===== src/rtl/vga_text_pkg.sv =====
// ---------------------------------------------------------------------------
// vga_text_pkg
// Shared definitions for the text-mode instruction path.
//  - Text opcodes 0x00-0x04. The CPU register file uses the same values.
//  - TEXT_COMMAND sub-codes (CR, LF, BS, HOME).
//  - State encoding of the text instruction engine FSM.
// Optional feature macro: TEXT_SCROLL_EN. When it is defined, the scroll
// states are added to the state enum.
// ---------------------------------------------------------------------------
package vga_text_pkg;

  localparam logic [7:0] OP_TEXT_WRITE    = 8'h00;
  localparam logic [7:0] OP_TEXT_POSITION = 8'h01;
  localparam logic [7:0] OP_TEXT_CLEAR    = 8'h02;
  localparam logic [7:0] OP_GET_TEXT_AT   = 8'h03;
  localparam logic [7:0] OP_TEXT_COMMAND  = 8'h04;

  localparam logic [7:0] CMD_CR   = 8'h0D;
  localparam logic [7:0] CMD_LF   = 8'h0A;
  localparam logic [7:0] CMD_BS   = 8'h08;
  localparam logic [7:0] CMD_HOME = 8'h0C;

  typedef enum logic [3:0] {
    ST_IDLE    = 4'd0,
    ST_DECODE  = 4'd1,
    ST_WRITE   = 4'd2,
    ST_CLEAR   = 4'd3,
    ST_RD_ADDR = 4'd4,
    ST_RD_WAIT = 4'd5,
`ifdef TEXT_SCROLL_EN
    ST_SCR_RD  = 4'd7,
    ST_SCR_WR  = 4'd8,
    ST_SCR_CLR = 4'd9,
`endif
    ST_DONE    = 4'd6
  } text_state_t;

endpackage


===== src/rtl/text_instruction_engine_if.sv =====
// ---------------------------------------------------------------------------
// text_instruction_engine_if
// Instruction handshake between the CPU register file (master) and the text
// instruction engine (slave).
//  instruction/arg0/arg1  : opcode and arguments; they stay stable after a start
//  instruction_start      : phi2-domain start pulse, asynchronous to the engine
//  instruction_busy       : high while a text opcode is executing
//  instruction_finished   : stretched completion flag
//  instruction_error      : error level, cleared by the next accepted start
//  result_0/result_1      : character/attribute returned by GET_TEXT_AT
// ---------------------------------------------------------------------------
interface text_instruction_engine_if;
  logic [7:0] instruction;
  logic [7:0] arg0;
  logic [7:0] arg1;
  logic       instruction_start;
  logic       instruction_busy;
  logic       instruction_finished;
  logic       instruction_error;
  logic [7:0] result_0;
  logic [7:0] result_1;

  modport master (
    output instruction, arg0, arg1, instruction_start,
    input  instruction_busy, instruction_finished, instruction_error, result_0, result_1
  );

  modport slave (
    input  instruction, arg0, arg1, instruction_start,
    output instruction_busy, instruction_finished, instruction_error, result_0, result_1
  );
endinterface


===== src/rtl/start_pulse_sync.sv =====
// ---------------------------------------------------------------------------
// start_pulse_sync
// Two-flop synchronizer for a level or pulse from another clock domain. A
// rising-edge detector follows it. The module produces one clk-wide pulse for
// each rising edge of async_in.
//  clk      in  destination clock
//  reset_n  in  asynchronous, active-low reset
//  async_in in  signal from the foreign domain
//  pulse    out single-cycle pulse on each rising edge of async_in
// ---------------------------------------------------------------------------
module start_pulse_sync (
  input  logic clk,
  input  logic reset_n,
  input  logic async_in,
  output logic pulse
);
  // [0],[1] form the synchronizer; [2] holds the previous synchronized value.
  logic [2:0] sync_reg;

  always_ff @(posedge clk or negedge reset_n) begin
    if (!reset_n) sync_reg <= '0;
    else          sync_reg <= {sync_reg[1:0], async_in};
  end

  assign pulse = sync_reg[1] & ~sync_reg[2];
endmodule


===== src/rtl/text_instruction_engine.sv =====
// ---------------------------------------------------------------------------
// text_instruction_engine
// Runs the text-mode opcodes 0x00-0x04 (WRITE, POSITION, CLEAR, GET_TEXT_AT,
// COMMAND). The engine owns the read/write port of the dual-port text RAM. It
// also exports the cursor position so the display can draw the cursor.
// Ports:
//  clk, reset_n  video clock; asynchronous, active-low reset
//  cpu           text_instruction_engine_if.slave (opcode, args, start, status)
//  mem_addr/we/wdata  text RAM port; address = row*COLS+col; data = {attr,char}
//  mem_rdata     RAM read data. It is valid 1 clk after mem_addr.
//  cursor_col/row  current cursor position
// Optional feature macro: TEXT_SCROLL_EN. When it is defined, a row advance
// past the last row scrolls the screen up one row. When it is undefined, the
// row wraps to 0.
// ---------------------------------------------------------------------------
module text_instruction_engine
  import vga_text_pkg::*;
#(
  parameter int         COLS        = 80,
  parameter int         ROWS        = 30,
  parameter int         ADDR_W      = 12,
  parameter int         FIN_STRETCH = 32,
  parameter logic [7:0] BLANK_CHAR  = 8'h20
) (
  input  logic                       clk,
  input  logic                       reset_n,
  text_instruction_engine_if.slave   cpu,
  output logic [ADDR_W-1:0]          mem_addr,
  output logic                       mem_we,
  output logic [15:0]                mem_wdata,
  input  logic [15:0]                mem_rdata,
  output logic [6:0]                 cursor_col,
  output logic [4:0]                 cursor_row
);
  localparam int CELLS = COLS * ROWS;
  localparam int FIN_W = $clog2(FIN_STRETCH + 1);
`ifdef TEXT_SCROLL_EN
  localparam int SCROLL_CELLS = COLS * (ROWS - 1);
`endif

  text_state_t       state_reg, state_next;
  logic [7:0]        op_reg, op_next;
  logic [7:0]        arg0_reg, arg0_next;
  logic [7:0]        arg1_reg, arg1_next;
  logic [6:0]        col_reg, col_next;
  logic [4:0]        row_reg, row_next;
  logic [ADDR_W-1:0] cnt_reg, cnt_next;
  logic [FIN_W-1:0]  fin_cnt_reg, fin_cnt_next;
  logic              error_reg, error_next;
  logic [7:0]        res0_reg, res0_next;
  logic [7:0]        res1_reg, res1_next;
`ifdef TEXT_SCROLL_EN
  // Attribute of the most recent WRITE or CLEAR. It is used to fill the row
  // that a scroll exposes.
  logic [7:0]        attr_reg, attr_next;
`endif

  logic              start_edge;
  logic              advance_row;
  logic              args_in_range;
  logic [ADDR_W-1:0] cursor_addr;
  logic [ADDR_W-1:0] arg_addr;

  start_pulse_sync u_start_sync (
    .clk      (clk),
    .reset_n  (reset_n),
    .async_in (cpu.instruction_start),
    .pulse    (start_edge)
  );

  // The address is ADDR_W wide end to end, so the last cell (CELLS-1) is not truncated.
  assign cursor_addr   = ADDR_W'(row_reg) * ADDR_W'(COLS) + ADDR_W'(col_reg);
  assign arg_addr      = ADDR_W'(arg1_reg) * ADDR_W'(COLS) + ADDR_W'(arg0_reg);
  assign args_in_range = (int'(arg0_reg) < COLS) && (int'(arg1_reg) < ROWS);

  always_ff @(posedge clk or negedge reset_n) begin
    if (!reset_n) begin
      state_reg   <= ST_IDLE;
      op_reg      <= '0;
      arg0_reg    <= '0;
      arg1_reg    <= '0;
      col_reg     <= '0;
      row_reg     <= '0;
      cnt_reg     <= '0;
      fin_cnt_reg <= '0;
      error_reg   <= 1'b0;
      res0_reg    <= '0;
      res1_reg    <= '0;
`ifdef TEXT_SCROLL_EN
      attr_reg    <= '0;
`endif
    end else begin
      state_reg   <= state_next;
      op_reg      <= op_next;
      arg0_reg    <= arg0_next;
      arg1_reg    <= arg1_next;
      col_reg     <= col_next;
      row_reg     <= row_next;
      cnt_reg     <= cnt_next;
      fin_cnt_reg <= fin_cnt_next;
      error_reg   <= error_next;
      res0_reg    <= res0_next;
      res1_reg    <= res1_next;
`ifdef TEXT_SCROLL_EN
      attr_reg    <= attr_next;
`endif
    end
  end

  always_comb begin
    state_next   = state_reg;
    op_next      = op_reg;
    arg0_next    = arg0_reg;
    arg1_next    = arg1_reg;
    col_next     = col_reg;
    row_next     = row_reg;
    cnt_next     = cnt_reg;
    fin_cnt_next = '0;
    error_next   = error_reg;
    res0_next    = res0_reg;
    res1_next    = res1_reg;
`ifdef TEXT_SCROLL_EN
    attr_next    = attr_reg;
`endif
    advance_row  = 1'b0;
    mem_addr     = cursor_addr;
    mem_we       = 1'b0;
    mem_wdata    = '0;

    case (state_reg)
      ST_IDLE, ST_DONE: begin
        if (state_reg == ST_DONE) begin
          if (fin_cnt_reg == FIN_W'(FIN_STRETCH - 1)) state_next = ST_IDLE;
          else fin_cnt_next = fin_cnt_reg + FIN_W'(1);
        end
        // A start edge during DONE ends the stretch. An unknown opcode does nothing else.
        if (start_edge) begin
          state_next = ST_IDLE;
          if (cpu.instruction <= OP_TEXT_COMMAND) begin
            op_next    = cpu.instruction;
            arg0_next  = cpu.arg0;
            arg1_next  = cpu.arg1;
            error_next = 1'b0;
            state_next = ST_DECODE;
          end
        end
      end

      ST_DECODE: begin
        state_next = ST_DONE;
        case (op_reg)
          OP_TEXT_WRITE: state_next = ST_WRITE;
          OP_TEXT_POSITION: begin
            if (args_in_range) begin
              col_next = arg0_reg[6:0];
              row_next = arg1_reg[4:0];
            end else begin
              error_next = 1'b1;
            end
          end
          OP_TEXT_CLEAR: begin
            cnt_next   = '0;
            state_next = ST_CLEAR;
          end
          OP_GET_TEXT_AT: begin
            if (args_in_range) state_next = ST_RD_ADDR;
            else error_next = 1'b1;
          end
          OP_TEXT_COMMAND: begin
            case (arg0_reg)
              CMD_CR:   col_next = '0;
              CMD_LF:   advance_row = 1'b1;
              CMD_BS:   if (col_reg != '0) col_next = col_reg - 7'd1;
              CMD_HOME: begin
                col_next = '0;
                row_next = '0;
              end
              default:  error_next = 1'b1;
            endcase
          end
          default: ;
        endcase
      end

      ST_WRITE: begin
        mem_we     = 1'b1;
        mem_wdata  = {arg0_reg, arg1_reg};
        state_next = ST_DONE;
`ifdef TEXT_SCROLL_EN
        attr_next  = arg0_reg;
`endif
        if (col_reg == 7'(COLS - 1)) begin
          col_next    = '0;
          advance_row = 1'b1;
        end else begin
          col_next = col_reg + 7'd1;
        end
      end

      ST_CLEAR: begin
        mem_we    = 1'b1;
        mem_addr  = cnt_reg;
        mem_wdata = {arg0_reg, BLANK_CHAR};
`ifdef TEXT_SCROLL_EN
        attr_next = arg0_reg;
`endif
        if (cnt_reg == ADDR_W'(CELLS - 1)) begin
          col_next   = '0;
          row_next   = '0;
          state_next = ST_DONE;
        end else begin
          cnt_next = cnt_reg + ADDR_W'(1);
        end
      end

      // The address is held for two cycles. RAM data appears in RD_WAIT.
      ST_RD_ADDR: begin
        mem_addr   = arg_addr;
        state_next = ST_RD_WAIT;
      end

      ST_RD_WAIT: begin
        mem_addr   = arg_addr;
        res0_next  = mem_rdata[7:0];
        res1_next  = mem_rdata[15:8];
        state_next = ST_DONE;
      end

`ifdef TEXT_SCROLL_EN
      // Each cell is copied up one row in two cycles: read the cell below, then write it here.
      ST_SCR_RD: begin
        mem_addr   = cnt_reg + ADDR_W'(COLS);
        state_next = ST_SCR_WR;
      end

      ST_SCR_WR: begin
        mem_we    = 1'b1;
        mem_addr  = cnt_reg;
        mem_wdata = mem_rdata;
        cnt_next  = cnt_reg + ADDR_W'(1);
        if (cnt_reg == ADDR_W'(SCROLL_CELLS - 1)) state_next = ST_SCR_CLR;
        else state_next = ST_SCR_RD;
      end

      // cnt continues from the first cell of the last row through the end of the screen.
      ST_SCR_CLR: begin
        mem_we    = 1'b1;
        mem_addr  = cnt_reg;
        mem_wdata = {attr_reg, BLANK_CHAR};
        if (cnt_reg == ADDR_W'(CELLS - 1)) state_next = ST_DONE;
        else cnt_next = cnt_reg + ADDR_W'(1);
      end
`endif

      default: state_next = ST_IDLE;
    endcase

    // End-of-screen handling overrides the plain row increment.
    if (advance_row) begin
      if (row_reg == 5'(ROWS - 1)) begin
`ifdef TEXT_SCROLL_EN
        cnt_next   = '0;
        state_next = ST_SCR_RD;
`else
        row_next   = '0;
`endif
      end else begin
        row_next = row_reg + 5'd1;
      end
    end
  end

  assign cpu.instruction_busy     = (state_reg != ST_IDLE) && (state_reg != ST_DONE);
  assign cpu.instruction_finished = (state_reg == ST_DONE);
  assign cpu.instruction_error    = error_reg;
  assign cpu.result_0             = res0_reg;
  assign cpu.result_1             = res1_reg;
  assign cursor_col               = col_reg;
  assign cursor_row               = row_reg;
endmodule


===== src/flat_wrapper.sv =====
// flat-port wrapper written by rule: the top's interface ports become plain ports
module text_instruction_engine_flat import vga_text_pkg::*;
#(
  parameter int         COLS        = 80,
  parameter int         ROWS        = 30,
  parameter int         ADDR_W      = 12,
  parameter int         FIN_STRETCH = 32,
  parameter logic [7:0] BLANK_CHAR  = 8'h20
)
  (clk, reset_n, mem_addr, mem_we, mem_wdata, mem_rdata, cursor_col, cursor_row, cpu_instruction, cpu_arg0, cpu_arg1, cpu_instruction_start, cpu_instruction_busy, cpu_instruction_finished, cpu_instruction_error, cpu_result_0, cpu_result_1);
  text_instruction_engine_if cpu_i ();
  input  logic clk;
  input  logic reset_n;
  output logic [ADDR_W-1:0] mem_addr;
  output logic mem_we;
  output logic [15:0] mem_wdata;
  input  logic [15:0] mem_rdata;
  output logic [6:0] cursor_col;
  output logic [4:0] cursor_row;
  input wire logic [$bits(cpu_i.instruction)-1:0] cpu_instruction;
  input wire logic [$bits(cpu_i.arg0)-1:0] cpu_arg0;
  input wire logic [$bits(cpu_i.arg1)-1:0] cpu_arg1;
  input wire logic [$bits(cpu_i.instruction_start)-1:0] cpu_instruction_start;
  output wire logic [$bits(cpu_i.instruction_busy)-1:0] cpu_instruction_busy;
  output wire logic [$bits(cpu_i.instruction_finished)-1:0] cpu_instruction_finished;
  output wire logic [$bits(cpu_i.instruction_error)-1:0] cpu_instruction_error;
  output wire logic [$bits(cpu_i.result_0)-1:0] cpu_result_0;
  output wire logic [$bits(cpu_i.result_1)-1:0] cpu_result_1;
  assign cpu_i.instruction = cpu_instruction;
  assign cpu_i.arg0 = cpu_arg0;
  assign cpu_i.arg1 = cpu_arg1;
  assign cpu_i.instruction_start = cpu_instruction_start;
  assign cpu_instruction_busy = cpu_i.instruction_busy;
  assign cpu_instruction_finished = cpu_i.instruction_finished;
  assign cpu_instruction_error = cpu_i.instruction_error;
  assign cpu_result_0 = cpu_i.result_0;
  assign cpu_result_1 = cpu_i.result_1;
  text_instruction_engine #(.COLS(COLS), .ROWS(ROWS), .ADDR_W(ADDR_W), .FIN_STRETCH(FIN_STRETCH), .BLANK_CHAR(BLANK_CHAR)) u_core (.clk(clk), .reset_n(reset_n), .cpu(cpu_i), .mem_addr(mem_addr), .mem_we(mem_we), .mem_wdata(mem_wdata), .mem_rdata(mem_rdata), .cursor_col(cursor_col), .cursor_row(cursor_row));
endmodule

===== config.mk =====
export PLATFORM = sky130hd
export DESIGN_NAME = text_instruction_engine_flat
export DESIGN_NICKNAME = d
export VERILOG_FILES = /design/src/rtl/vga_text_pkg.sv /design/src/rtl/text_instruction_engine_if.sv /design/src/rtl/start_pulse_sync.sv /design/src/rtl/text_instruction_engine.sv /design/src/flat_wrapper.sv
export SDC_FILE = /design/constraint.sdc
export NUM_CORES = 1
export LEC_CHECK = 0
export CORE_UTILIZATION = 40
export DETAILED_ROUTE_END_ITERATION = 10
export DONT_BUFFER_PORTS = 1
export PLACE_DENSITY = 0.5
export RECOVER_POWER = 50
export SYNTH_ARGS = -nofsm -noshare
export SYNTH_HDL_FRONTEND = slang
export SYNTH_SLANG_ARGS = --single-unit

===== constraint.sdc =====
create_clock -name clk -period 3.1 [get_ports clk]
set_input_delay 0.62 -clock clk [delete_from_list [all_inputs] [get_ports clk]]
set_output_delay 0.62 -clock clk [all_outputs]
set_load 0.02 [all_outputs]

==> impl_metrics.toml, run 1 <==
[run_status]
status = "finished with violations"
failed_checks = "design-rule violations, max-capacitance violations, max-slew violations, negative setup slack"

[critical_path]
start_kind = "flop"
crit_path_max_fanout = 2
rr_startpoint = "u_core.op_reg[5]"
critPathCaptureType = "primary output"
worstPathArrival_ps = 2570
critPathKind = "flop to primary output"
cp_data_required_time_ps = 2480
critPathLaunch = "u_core.cursor_row[3]"
r2r_slack_ps = 450
rr_endpoint = "u_core.cursor_row[1]"
reg2reg_depth = 6

[sta]
finalHoldViolCount = 0
relSlewSlack_pct = -32.0
rsz0062_at_grt = "true"
max_freq_mhz = 314
finalMaxSlewViolations = 78
skew_ps = 9.27
worst_pin_slew_ps = 1980
period_share_pct = 103
final-setup-viol-count = 2
fin_ws_ps = -88.3
period_minus_slack_ps = 3190

[pwr]
finalPower_mw = 5.10
vdd_ir_drop_max_mv = 0.499
p_per_area_nw_per_um2 = 887
p_leak_nw = 2.59

[cells_and_area]
final.fill_count = 1112
layout-drive-gt1-share_pct = 23.1
multi_input_area_um2 = 2980
utilization_pct = 49.3
nets = 609
regArea_um2 = 1930
antenna_cells = 0
largest_reg_flops = 12
syn2layout_area_growth_pct = 18.1

[clock_network]
cts.sinks = 77
cts_tree = "yes"
cts_made_buffers = 9
clock_latency_ps = 350
clk_path_buf_depth = 2
clkTransAtPathRegs_ps = 60
root_buffer = "clkbuf_16"
htree_levels = 3

[yosys]
syn_nets = 572
synth_largest_area_cell = "dfrtp_1"
yosys_warnings = 0
ys.flop_type = "dfrtp_1"
synth_cell_types = 57
synthCells = 496
synth_area_um2 = 4870
ys_seq_elements = 77
synth_top_area_share_pct = 39.6
yosysSeqAreaShare_pct = 39.6
synth_edf_count = 0
synthArstFlopShare_pct = 100
synth.area.top_cells = "dfrtp_1, mux2_2, ha_1, nor2_1, xnor2_1"
syn_avg_cell_area_um2 = 9.82

[grt]
grt_max_degree = 78
gr-total-overflow = 0
grt_pass1_vias = 3891
grtUsageTotal_pct = 21.8
antenna_found_initial = 0
grt_pass1_wl_um = 21100

[detailed_routing]
via_per_inst = 5.75
drt_wl_total_um = 13100
via_count = 3906
drc_errors = 4
drt_first_pass_iters = 8
drt_iter0_markers = 251
ant_nets = 0
wl_per_cell_um = 19.3

[worst_hold_path]
worstHoldStart = "cpu_instruction_start"
hold_path.class = "input port to flop"
hold_path_end = "u_core.u_start_sync.sync_reg[0]"
whs_path_depth = 0

[run]
cap_violations = 1

[place]
hpwl_um = 9570
gp_congestion = 0.827
port_buffers = 0

[die]
row_count = 39
coreArea_um2 = 11700
io_pins = 103
die_w_um = 112
die_h_um = 112
die-area_um2 = 12600
initial_utilization_pct = 41.8
## cell type report
class                           instances  area share, %
Multi-Input combinational cell        387           51.8
Sequential cell                        77           33.5
Timing Repair Buffer                   44           5.64
Clock buffer                           10           4.16
Tap cell                              143           3.11
Inverter                               14          0.914
Clock inverter                          4          0.870
## how the worst max path moves through the flow
stage,depth (start not counted),endpoint
5_1_grt,10,mem_addr[10]
2_1_floorplan,9,mem_addr[10]
3_5_place_dp,10,mem_addr[10]
6_report,10,mem_addr[10]
4_1_cts,10,mem_addr[10]
3_3_place_gp,10,mem_addr[11]
## timing repair
item	CTS	global route
endpoints found under the setup margin	4	4
pin swaps	14	8
hold buffers	1	0
gates resized for setup	24	11
endpoints found under the hold margin	77	0
gates cloned	0	0
buffers inserted	7	3
## synth_stat cells, types with 3 or more instances
cell type,instances
o21ai_1,6
nor4b_1,3
or3_1,9
nand4_1,5
nor3_1,8
mux2i_1,3
xor2_1,14
fa_1,4
a31oi_1,5
nand2_1,30
o21ai_0,26
clkbuf_1,14
nand3b_1,5
and2_1,17
dfrtp_1,77
and3_1,8
o211ai_1,3
nand2b_1,12
a21oi_1,21
xnor2_1,16
a211oi_1,4
a21o_1,7
mux2_2,35
o31ai_1,3
nor3b_1,4
nor4_1,5
inv_1,14
nand3_1,8
a22oi_1,10
ha_1,29
nor2b_1,11
nand4b_1,3
nor2_1,42
## layer usage
metal  part of all wire, %  track usage, %  vias to the layer above
met4                   1.7            7.91                        0
met5                     0               0                        -
met3                   7.0            4.81                       14
met1                    46            30.7                     1894
met2                    45            33.0                      130
li1                      -               -                     1868
## where the power goes
group | switching [mW] | leakage, nW | internal (mW)
Sequential | 0.442 | 0.994 | 1.26
Combinational | 1.35 | 1.46 | 0.977
Clock | 0.432 | 0.136 | 0.635
## cell usage in the layout (no fill, tap or decap), drive strengths merged, types with 3 or more instances in the layout
cell type  netlist  routed
nor2b           11      11
ha              29      29
nor4             6       6
dfrtp           77      77
a31oi            5       5
a211oi           4       4
o211ai           3       3
clkbuf          14      13
mux2i            3       3
nand2           30      30
or3              9       9
o21ai           32      32
a21oi           21      21
a21o             7       7
a22oi           10      10
nand4b           4       4
nand4            5       5
or3b             3       3
nor3b            4       4
and3             8       8
o31ai            3       3
nand2b          12      12
buf              4      41
nor3             8       8
or4              3       3
inv             14      14
and2            17      17
nor2            42      42
nand3b           5       5
xnor2           16      16
nor4b            3       3
fa               4       4
mux2            35      35
xor2            14      14
nand3            8       8
## kinds of logic (layout without fill, tap and decap cells)
family,Yosys count,in the layout,share of synthesized area (%)
flip-flops,77,77,39.6
XOR/XNOR,30,30,5.39
AO/OA/AOI/OAI,104,104,13.6
adder cells (fa/ha/maj),33,33,9.09
multiplexers,38,38,8.71
buffers and inverters,32,72,2.83
AND/OR/NAND/NOR,182,182,20.8
## critical path: stages (launching register included)
cell	delay, ps
dfrtp_1	410
ha_4	260
ha_4	160
fa_2	590
nand2_2	70
nor2b_2	140
o21ai_2	70
xnor2_1	120
a22oi_1	150
o21ai_1	90
buf_4	160
## metrics by stage
stage	cells	TNS [ps]	setup slack, ps	hold WS (ps)	area, um2
3_3_place_gp	654	0	164	327	5220
2_1_floorplan	496	0	70.6	324	4870
6_report	679	-165	-88.3	303	5750
3_5_place_dp	654	0	96.8	327	5220
4_1_cts	676	-168	-98.6	190	5700
5_1_grt	679	-573	-199	292	5750
No activity file was read; power rests on OpenSTA's default activity.
==> inputs of run 2 (changes only) <==
--- a/config.mk
+++ b/config.mk
@@ -8,6 +8,7 @@
 export CORE_UTILIZATION = 40
 export DETAILED_ROUTE_END_ITERATION = 10
 export DONT_BUFFER_PORTS = 1
+export GPL_ROUTABILITY_DRIVEN = 0
 export PLACE_DENSITY = 0.5
 export RECOVER_POWER = 50
 export SYNTH_ARGS = -nofsm -noshare
==> results of run 2 <==
The final DEF is identical to that of run 1; final timing and power are the same.
==> inputs of run 3 (changes only) <==
--- a/config.mk
+++ b/config.mk
@@ -6,11 +6,13 @@
 export NUM_CORES = 1
 export LEC_CHECK = 0
 export CORE_UTILIZATION = 40
+export CTS_BUF_LIST = sky130_fd_sc_hd__clkbuf_2 sky130_fd_sc_hd__clkbuf_4 sky130_fd_sc_hd__clkbuf_8
 export DETAILED_ROUTE_END_ITERATION = 10
 export DONT_BUFFER_PORTS = 1
 export GPL_ROUTABILITY_DRIVEN = 0
 export PLACE_DENSITY = 0.5
 export RECOVER_POWER = 50
+export REMOVE_ABC_BUFFERS = 1
 export SYNTH_ARGS = -nofsm -noshare
 export SYNTH_HDL_FRONTEND = slang
 export SYNTH_SLANG_ARGS = --single-unit
==> impl_metrics.toml, run 3 (same netlist as run 1, synthesis figures left out) <==
[cells_and_area]
largest_reg_flops = 12
syn2layout_area_growth_pct = 17.6
nets = 611
final_common_cell = "dfrtp_1"
layout_common_cells = "dfrtp_1, buf_4, nor2_1, mux2_2, nand2_1"
finalNonFillerCells = 683
final.fill_count = 1107
finalInstanceArea_um2 = 5730
layout-drive-gt1-share_pct = 24.1
antenna_cells = 0

[die]
die_w_um = 112
row_count = 39
die_h_um = 112
die-area_um2 = 12600
coreArea_um2 = 11700
initial_utilization_pct = 41.8
io_pins = 103

[clock_network]
clock_latency_ps = 370
cts.sinks = 77
clk_path_buf_depth = 2
clkTransAtPathRegs_ps = 90
cts_made_buffers = 9
cts_tree = "yes"
root_buffer = "clkbuf_8"
htree_levels = 3

[critical_path]
critPathLaunch = "u_core.arg1_reg[3]"
cp_data_required_time_ps = 2480
crit_chain = "ha_4 -> ha_4 -> fa_2 -> a21o_1 -> a21oi_2 -> xnor2_2 -> xnor2_1 -> o211ai_1 -> buf_4"
critPathCaptureType = "primary output"
critPathMaxStageDelay_ps = 430
crit_path_max_fanout = 2
cp_common_cell = "ha_4"
crit_family = "adder cells"
cpMaxStageDelayCell = "dfrtp_1"
path_buf_inv = 1
critPathKind = "flop to primary output"
rr_startpoint = "u_core.cursor_col[4]"
worstPathArrival_ps = 2630
start_kind = "flop"

[pwr]
vdd_ir_drop_max_mv = 0.489
p_per_area_nw_per_um2 = 868
p_leak_nw = 2.59

[grt]
grt.met1_usage_pct = 29.9
grt_max_degree = 78
antenna_found_initial = 0
gr-total-overflow = 0
top_usage_layer = "met2"
met3_usage_pct = 5.94
grtUsageTotal_pct = 22.2
grt_pass1_vias = 4038
grt_pass1_wl_um = 21500
met2_usage_pct = 33.9

[place]
dp.cells = 658
hpwl_um = 9760
dpl-instance-area_um2 = 5250
port_buffers = 0

[detailed_routing]
drt_iter0_markers = 238
wl_per_cell_um = 19.4
drt_first_pass_iters = 9
ant_nets = 0
via_count = 3970
via_per_inst = 5.81
drc_errors = 3
drt_wl_total_um = 13200

[run_status]
status = "finished with violations"
failed_checks = "design-rule violations, max-capacitance violations, max-slew violations, negative setup slack"

[sta]
fin_ws_ps = -147
finalMaxSlewViolations = 78
period_share_pct = 105
period_minus_slack_ps = 3250
worst_pin_slew_ps = 2000
final-setup-viol-count = 2
relSlewSlack_pct = -33.4
skew_ps = 11.6
finalHoldViolCount = 0
max_freq_mhz = 308
rsz0062_at_grt = "true"

[worst_hold_path]
hold_path.class = "input port to flop"
worstHoldStart = "cpu_instruction_start"

[run]
cap_violations = 1
==> run 3: cell count changes in the layout (fill, tap and decap cells not counted), moves of 2 or more <==
cell	previous run	this run
nor2_1	41	39
clkinv_4	0	3
clkbuf_8	1	10
nor2b_2	2	0
ha_2	1	3
nor2b_4	0	2
clkinvlp_4	2	0
clkbuf_16	9	0
==> run 3: path summary, 6_finish.rpt <==
| kind | to | slack, ps | cells after the start |
|---|---|---|---|
| max | mem_addr[11] | -150 | 9 |
| min | u_core.u_start_sync.sync_reg[0] | 280 | 0 |
| max reg2reg | u_core.cursor_col[1] | 430 | 7 |
| min reg2reg | u_core.u_start_sync.sync_reg[1] | 350 | 0 |
| max in group asynchronous | u_core.cpu.result_1[1] | 1110 | 1 |
| min in group asynchronous | u_core.cursor_col[3] | 760 | 1 |
==> run 3: what timing repair did <==
action	4_1_cts	5_1_grt
gates cloned	0	0
setup buffers	5	3
endpoints found under the setup margin	4	4
endpoints found under the hold margin	77	0
resized for setup	23	17
hold buffers	1	0
pin swaps	17	13
==> run 3: per-stage QoR <==
| step | hold slack (ps) | power (mW) | TNS, ps | setup slack [ps] | util [%] |
|---|---|---|---|---|---|
| finish | 279 | 4.97 | -262 | -147 | 49.1 |
| global route | 263 | 5.31 | -656 | -233 | 49.1 |
| CTS | 144 | 4.95 | -432 | -166 | 48.6 |
| detailed placement | 326 | 3.91 | 0 | 60.1 | 45.0 |
| global placement | 326 | 3.89 | 0 | 119 | 45.0 |
| floorplan | 324 | 3.15 | 0 | 69.0 | - |
==> run 3: final cells by class <==
type / instances / area (um2) / share of cell area, %
clock inverters: 6 / 95.1 / 1.66
well taps: 143 / 179 / 3.12
repair buffers: 46 / 335 / 5.85
flip-flops and latches: 77 / 1930 / 33.6
clock buffers: 10 / 138 / 2.40
inverters: 14 / 52.6 / 0.917
multi-input cells: 387 / 3000 / 52.4
==> run 3: power breakdown <==
part           total [mW]  switching (mW)  internal, mW
registers            1.66           0.400          1.26
logic                2.42            1.42          1.00
clock network       0.893           0.411         0.482
total                4.97            2.23          2.74
==> run 3: layer usage <==
metal | up-vias | wire length, um
li1 | 1871 | -
met4 | 0 | 216
met2 | 133 | 6040
met3 | 16 | 1040
met5 | - | 0
met1 | 1950 | 5920
